[src/rtl/instr_encoder.sv]
// instr_encoder: turns symbolic LEGv8 instruction requests into 32-bit machine
// words, buffers them in a small FIFO and streams them to instruction memory at
// auto-incrementing byte addresses.
//
// Handshakes (valid/ready): a transfer happens on a rising edge where both
// valid and ready are high. The producer holds its payload stable while
// valid && !ready. Ready never depends on valid in the same cycle.
//  - request side : in_valid / in_ready. in_ready = !full. A pop in the same
//                   cycle does not free a slot early.
//  - memory side  : wr_valid / wr_ready. wr_valid = !empty. wr_addr and
//                   wr_data hold while stalled.
// The block has no FSM. Its observable state is the FIFO occupancy, the write
// address, the sticky error flag and the word counter, all of which are outputs
// or directly derived from outputs.
module instr_encoder #(
   parameter int unsigned                DEPTH    = 4,
   parameter int unsigned                ADDR_W   = 32,
   parameter logic [ADDR_W-1:0]          BASE_RST = '0
) (
   input  logic              clk,
   input  logic              rst_n,
   input  logic              in_valid,
   output logic              in_ready,
   input  logic [4:0]        op_sel,
   input  logic [4:0]        rd,
   input  logic [4:0]        rn,
   input  logic [4:0]        rm,
   input  logic [5:0]        shamt,
   input  logic [25:0]       imm,
   input  logic              base_load,
   input  logic [ADDR_W-1:0] base_addr,
   output logic              wr_valid,
   input  logic              wr_ready,
   output logic [ADDR_W-1:0] wr_addr,
   output logic [31:0]       wr_data,
   output logic              err,
   input  logic              err_clr,
   output logic [15:0]       word_count
);

   localparam int unsigned     PW       = $clog2(DEPTH);
   localparam logic [PW:0]     FULL_CNT = (PW+1)'(DEPTH);
   localparam logic [ADDR_W-1:0] ALIGN_MASK = ~ADDR_W'(3);

   logic [31:0]       mem_q [DEPTH];
   logic [PW-1:0]     wptr_q, rptr_q;
   logic [PW:0]       cnt_q, cnt_d;
   logic              ready_q;
   logic              err_q;
   logic [ADDR_W-1:0] addr_q;
   logic [15:0]       wcnt_q;
   logic [31:0]       enc_d;
   logic              full, empty, accept, legal, push, pop;

   assign full     = (cnt_q == FULL_CNT);
   assign empty    = (cnt_q == '0);
   assign in_ready = ready_q && !full;
   assign accept   = in_valid && in_ready;
   assign legal    = (op_sel < 5'd20);
   assign push     = accept && legal;
   assign pop      = wr_valid && wr_ready;

   assign wr_valid   = !empty;
   assign wr_data    = empty ? 32'h0 : mem_q[rptr_q];
   assign wr_addr    = addr_q;
   assign err        = err_q;
   assign word_count = wcnt_q;

   // Combinational encoder: pick the format and opcode from op_sel.
   always_comb begin
      enc_d = '0;
      case (op_sel)
         5'd0:  enc_d = {11'b10001011000, rm, shamt, rn, rd};          // ADD
         5'd1:  enc_d = {11'b11001011000, rm, shamt, rn, rd};          // SUB
         5'd2:  enc_d = {11'b10001010000, rm, shamt, rn, rd};          // AND
         5'd3:  enc_d = {11'b10101010000, rm, shamt, rn, rd};          // ORR
         5'd4:  enc_d = {10'b1001000100, imm[11:0], rn, rd};           // ADDI
         5'd5:  enc_d = {10'b1101000100, imm[11:0], rn, rd};           // SUBI
         5'd6:  enc_d = {10'b1001001000, imm[11:0], rn, rd};           // ANDI
         5'd7:  enc_d = {10'b1011001000, imm[11:0], rn, rd};           // ORRI
         5'd8:  enc_d = {10'b1101001000, imm[11:0], rn, rd};           // EORI
         5'd9:  enc_d = {11'b11111000010, imm[8:0], 2'b00, rn, rd};    // LDUR
         5'd10: enc_d = {11'b00111000010, imm[8:0], 2'b00, rn, rd};    // LDURB
         5'd11: enc_d = {11'b01111000010, imm[8:0], 2'b00, rn, rd};    // LDURH
         5'd12: enc_d = {11'b10111000100, imm[8:0], 2'b00, rn, rd};    // LDURSW
         5'd13: enc_d = {11'b11111000000, imm[8:0], 2'b00, rn, rd};    // STUR
         5'd14: enc_d = {11'b00111000000, imm[8:0], 2'b00, rn, rd};    // STURB
         5'd15: enc_d = {11'b01111000000, imm[8:0], 2'b00, rn, rd};    // STURH
         5'd16: enc_d = {11'b10111000000, imm[8:0], 2'b00, rn, rd};    // STURW
         5'd17: enc_d = {8'b10110100, imm[18:0], rd};                  // CBZ
         5'd18: enc_d = {8'b10110101, imm[18:0], rd};                  // CBNZ
         5'd19: enc_d = {6'b000101, imm[25:0]};                        // B
         default: enc_d = '0;
      endcase
   end

   // Next occupancy: a simultaneous push and pop leaves it unchanged.
   always_comb begin
      cnt_d = cnt_q;
      case ({push, pop})
         2'b10:   cnt_d = cnt_q + 1'b1;
         2'b01:   cnt_d = cnt_q - 1'b1;
         default: cnt_d = cnt_q;
      endcase
   end

   // FIFO storage; contents are only meaningful between the pointers.
   always_ff @(posedge clk) begin
      if (push) mem_q[wptr_q] <= enc_d;
   end

   // FIFO pointers, occupancy and the post-reset ready enable.
   always_ff @(posedge clk or negedge rst_n) begin
      if (!rst_n) begin
         wptr_q  <= '0;
         rptr_q  <= '0;
         cnt_q   <= '0;
         ready_q <= 1'b0;
      end else begin
         ready_q <= 1'b1;
         cnt_q   <= cnt_d;
         if (push) wptr_q <= wptr_q + 1'b1;
         if (pop)  rptr_q <= rptr_q + 1'b1;
      end
   end

   // Write address: a base load wins over the post-write increment.
   always_ff @(posedge clk or negedge rst_n) begin
      if (!rst_n)         addr_q <= BASE_RST;
      else if (base_load) addr_q <= base_addr & ALIGN_MASK;
      else if (pop)       addr_q <= addr_q + ADDR_W'(4);
   end

   // Sticky error: an illegal accept beats a simultaneous clear.
   always_ff @(posedge clk or negedge rst_n) begin
      if (!rst_n)                err_q <= 1'b0;
      else if (accept && !legal) err_q <= 1'b1;
      else if (err_clr)          err_q <= 1'b0;
   end

   // Saturating count of words handed to instruction memory.
   always_ff @(posedge clk or negedge rst_n) begin
      if (!rst_n)                          wcnt_q <= '0;
      else if (pop && wcnt_q != 16'hFFFF)  wcnt_q <= wcnt_q + 16'd1;
   end

endmodule

[config.mk]
export PLATFORM = sky130hd
export DESIGN_NAME = instr_encoder
export DESIGN_NICKNAME = d
export VERILOG_FILES = /design/src/rtl/instr_encoder.sv
export SDC_FILE = /design/constraint.sdc
export NUM_CORES = 1
export LEC_CHECK = 0
export BUFFER_PORTS_ARGS = -buffer_cell sky130_fd_sc_hd__buf_2
export CAP_MARGIN = 30
export CELL_PAD_IN_SITES_DETAIL_PLACEMENT = 0
export CELL_PAD_IN_SITES_GLOBAL_PLACEMENT = 1
export CORE_MARGIN = 4
export CORE_UTILIZATION = 48
export DETAILED_ROUTE_END_ITERATION = 6
export GPL_TIMING_DRIVEN = 0
export PLACE_DENSITY = 0.86
export SYNTH_ARGS = -nofsm -noshare
export SYNTH_HDL_FRONTEND = slang
export SYNTH_SLANG_ARGS = --single-unit
export TNS_END_PERCENT = 100
[constraint.sdc]
create_clock -name clk -period 6.8 [get_ports clk]
set_input_delay 0.34 -clock clk [delete_from_list [all_inputs] [get_ports clk]]
set_output_delay 0.34 -clock clk [all_outputs]
set_load 0.03 [all_outputs]
==> Implementation_results.wiki <==
{| class="wikitable"
! Metric !! Value
|-
| Most frequent cell after synthesis || edfxtp_1
|-
| Total Routing Usage GR || 21.52%
|-
| Crit path max fanout || 10
|-
| Count of synthesis-stage warnings from yosys || 0
|-
| Yosys top cell by area || edfxtp_1
|-
| Post-DR vias/cell || 5.961
|-
| Syn Inst Count || 656
|-
| Largest incremental delay on the critical path || 0.79 ns
|-
| Smallest hold slack || 0.1236 ns
|-
| Buffers on Ports || 168
|-
| R2R Setup Slk || 3.83 ns
|-
| Effective utilization at floorplan || 49.28%
|-
| Latest clock arrival within the worst-skew pair || 0.43 ns
|-
| Vert. Die Dim || 141.7 µm
|-
| Status || finished clean
|-
| PostCTS Resize Cnt || 0
|-
| Class of the tightest hold or removal check || input port to register
|-
| Placed standard-cell area || 0.009744 mm²
|-
| Aggregate routed wire length || 21460 µm
|-
| Final sum of negative setup slack || 0 ns
|-
| Final std cell area, no fill || 0.01029 mm²
|-
| Share of cells above drive strength 1 || 28.95%
|-
| Data required time of the worst path || 7.11 ns
|-
| Achievable Freq || 336.2 MHz
|-
| Via count || 6468
|-
| Flip-flop and latch count after synthesis || 183
|-
| Core outline area || 0.01742 mm²
|-
| Pwr Density || 353.5 mW/mm²
|-
| Post-synthesis instance area || 0.008583 mm²
|-
| Critical path arrival || 3.28 ns
|-
| Min Clock Period, post-route || 2.975 ns
|-
| Depth of the worst hold-timing path || 3
|-
| Floorplan die area || 0.02008 mm²
|-
| Crit start category || register
|-
| Number of nets in the layout || 945
|-
| Min-Delay Startpoint || base_addr[5]
|-
| Worst IR drop on VDD || 202.7 µV
|-
| List of most frequent post-synthesis cells || 128 x edfxtp_1, 61 x nand2_1, 55 x dfrtp_1, 36 x nor2_1, 36 x nor2b_1
|-
| Sequential cell area fraction in the yosys report || 60.82%
|-
| Endpoint of the worst hold-timing path || wr_addr[5]$_DFFE_PN0N_
|-
| Post-route core utilization || 59.11%
|-
| Detail Route Antenna Nets || 0
|-
| Layout overhead on the synthesized area || 19.94%
|-
| Worst r2r src || cnt_q[0]$_DFFE_PN0P_
|-
| Primary flip-flop cell chosen by synthesis mapping || edfxtp_1
|-
| Die W || 141.7 µm
|-
| Buffers inserted during post-CTS setup optimization || 0
|-
| Number of cells traversed by the worst register-to-register path || 9
|-
| Post-route DRC || 0
|-
| Clock tree from TritonCTS || yes
|-
| IO Pins || 173
|-
| HPWL after detailed placement || 15050 µm
|-
| CTS HTree Levels || 4
|-
| WS Path Type || register to register
|-
| Worst slew slack as a fraction of its limit || 36.34%
|-
| Number of antenna violations at the first check in global routing || 0
|-
| Final hold viol count || 0
|-
| Clk sink count || 183
|-
| Worst Tran Pin Value || 0.9476 ns
|-
| Final weighted congestion in routability-driven placement || 0.9207
|-
| Count of antenna diodes in the layout || 0
|-
| Root cell of the clock tree || clkbuf_16
|-
| Kind of end point of the critical path || register
|-
| Async set-reset flop share out of synthesis || 30.05%
|-
| Cts bufs inserted || 17
|-
| Synthesized area divided by synthesized cell count || 13.08 µm²
|-
| Number of global-route vias before repair || 6446
|-
| Period utilization || 43.74%
|-
| Library cell contributing the largest single delay on the critical path || o31ai_2
|-
| Detailed Route Iter0 Violations || 611
|-
| Number of distinct library cells after synthesis || 51
|-
| Worst clock skew on the final layout || 0.007204 ns
|-
| Number of detailed-routing iterations run before antenna repair || 7
|-
| Number of enable-type register cells in the synthesized netlist || 128
|-
| Number of maximum-capacitance constraint violations || 0
|-
| Biggest area contributors in the synthesized netlist || edfxtp_1 45%, dfrtp_1 16%, mux4_2 8.4%
|-
| Area share of the largest cell type after synthesis || 44.78%
|-
| Final count of negative-setup-slack endpoints || 0
|-
| Global-route wire length before repair || 33610 µm
|-
| Maximum root-to-sink buffer count || 2
|-
| Leftover overflow at the end of global routing || 0
|-
| Avg WL per Cell || 19.78 µm
|-
| Clock transition at the register clock pins on the worst setup and hold paths after CTS || 0.07 ns
|-
| Destination of the worst register-to-register timing path || cnt_q[2]$_DFFE_PN0P_
|-
| Unrepaired setup endpoints after global routing || no
|-
| Pin count of the biggest net entering global routing || 41
|-
| Overall power consumption || 3.640 mW
|-
| Max-slew violation total from the final report || 0
|-
| Leakage Power || 3.988 nW
|-
| Worst-path cell chain || o31ai_2 -> inv_1 -> buf_1 -> ha_1 -> inv_1 -> fa_1 -> xor2_1 -> nor2_1 -> xnor2_1
|-
| Worst path most repeated cell || inv_1
|-
| Num rows || 48
|}
==> stage by stage <==
step	worst slack, ns	cells
after global placement	3.689	1050
after CTS	3.829	1085
after detailed placement	3.869	1052
final	3.826	1085
after floorplan	4.369	657
after global routing	3.582	1085
==> critical path: cells and delay by family, from the launching register on <==
family                   cells  cell delay, ns
AND/OR/NAND/NOR              1            0.08
AO/OA/AOI/OAI                1            0.79
buffers and inverters        3            0.74
flip-flops                   1            0.45
adder cells (fa/ha/maj)      2            0.51
XOR/XNOR                     2            0.30
==> routing by layer <==
layer  track usage, %  vias up  wire length [µm]
met3            4.483       43              1957
met5                0        -                 0
met2            35.22      343             10570
met4            8.182        0               435
li1                 -     2915                 -
met1            28.49     3167              8498
==> worst max-delay path by stage <==
stage	from	endpoint	slack, ns	cells after the start
after floorplan	cnt_q[2]$_DFFE_PN0P_	mem_q[0][0]$_DFFE_PP_	4.37	5
after global placement	op_sel[3]	mem_q[2][20]$_DFFE_PP_	3.69	6
after detailed placement	cnt_q[0]$_DFFE_PN0P_	cnt_q[2]$_DFFE_PN0P_	3.87	9
after CTS	cnt_q[0]$_DFFE_PN0P_	wr_data[18]	3.83	4
after global routing	cnt_q[0]$_DFFE_PN0P_	cnt_q[2]$_DFFE_PN0P_	3.58	9
final	cnt_q[0]$_DFFE_PN0P_	cnt_q[2]$_DFFE_PN0P_	3.83	9
==> kinds of logic (layout without fill, tap and decap cells) <==
logic type / count (synthesis) / count (layout) / synth area share, %
other cells: 2 / 3 / 0.08750
xor+xnor: 30 / 30 / 3.061
buf+inv: 58 / 261 / 2.726
flops: 183 / 183 / 60.82
compound gates: 96 / 96 / 8.047
fa+ha+maj: 8 / 8 / 1.254
mux: 38 / 38 / 9.140
simple gates: 241 / 241 / 14.87
==> cells in the final DEF (no fill, tap or decap), types with 5 or more instances in the layout <==
cell type    n
dfrtp_1     55
nor3_1       6
and3_1      14
mux4_2      32
o21ai_0     19
clkinv_1     5
and4_1       5
a22o_1       5
clkinv_4     5
xnor2_1     26
inv_1       18
a21oi_1      8
nand2_1     61
or4_1       17
o211ai_1     7
o31ai_1     12
nor2b_1     36
nand3_1     21
a222oi_1    16
ha_1         7
clkbuf_1    31
edfxtp_1   128
a31oi_1     18
clkbuf_16   17
nor2_1      36
buf_2      174
or3_1        6
nand4_1     21
==> repair_timing <==
action | CTS | global route
endpoints found under the setup margin | 0 | 0
hold endpoints to repair | 15 | 0
hold buffers | 1 | 0
==> power by group <==
| group | internal, mW | switching, mW |
|---|---|---|
| combinational | 0.483 | 0.838 |
| sequential | 1.32 | 0.0860 |
| clock | 0.501 | 0.408 |
| total | 2.31 | 1.33 |
==> state kept, by name, indices dropped and copies added, names as in the netlist <==
| signal | cells |
|---|---|
| cnt_q | 3 |
| err | 1 |
| mem_q | 128 |
| ready_q | 1 |
| rptr_q | 2 |
| word_count | 16 |
| wptr_q | 2 |
| wr_addr | 30 |
==> cell type report <==
class | instances | area, µm²
fillers | 1467 | 7122
flip-flops and latches | 183 | 5220
multi-input cells | 416 | 3138
repair buffers | 171 | 880.8
clock buffers | 19 | 432.9
well taps | 225 | 281.5
plain buffers | 39 | 162.7
clock inverters | 13 | 107.6
inverters | 19 | 71.32
Note: power is estimated with default switching activity, not from simulation.
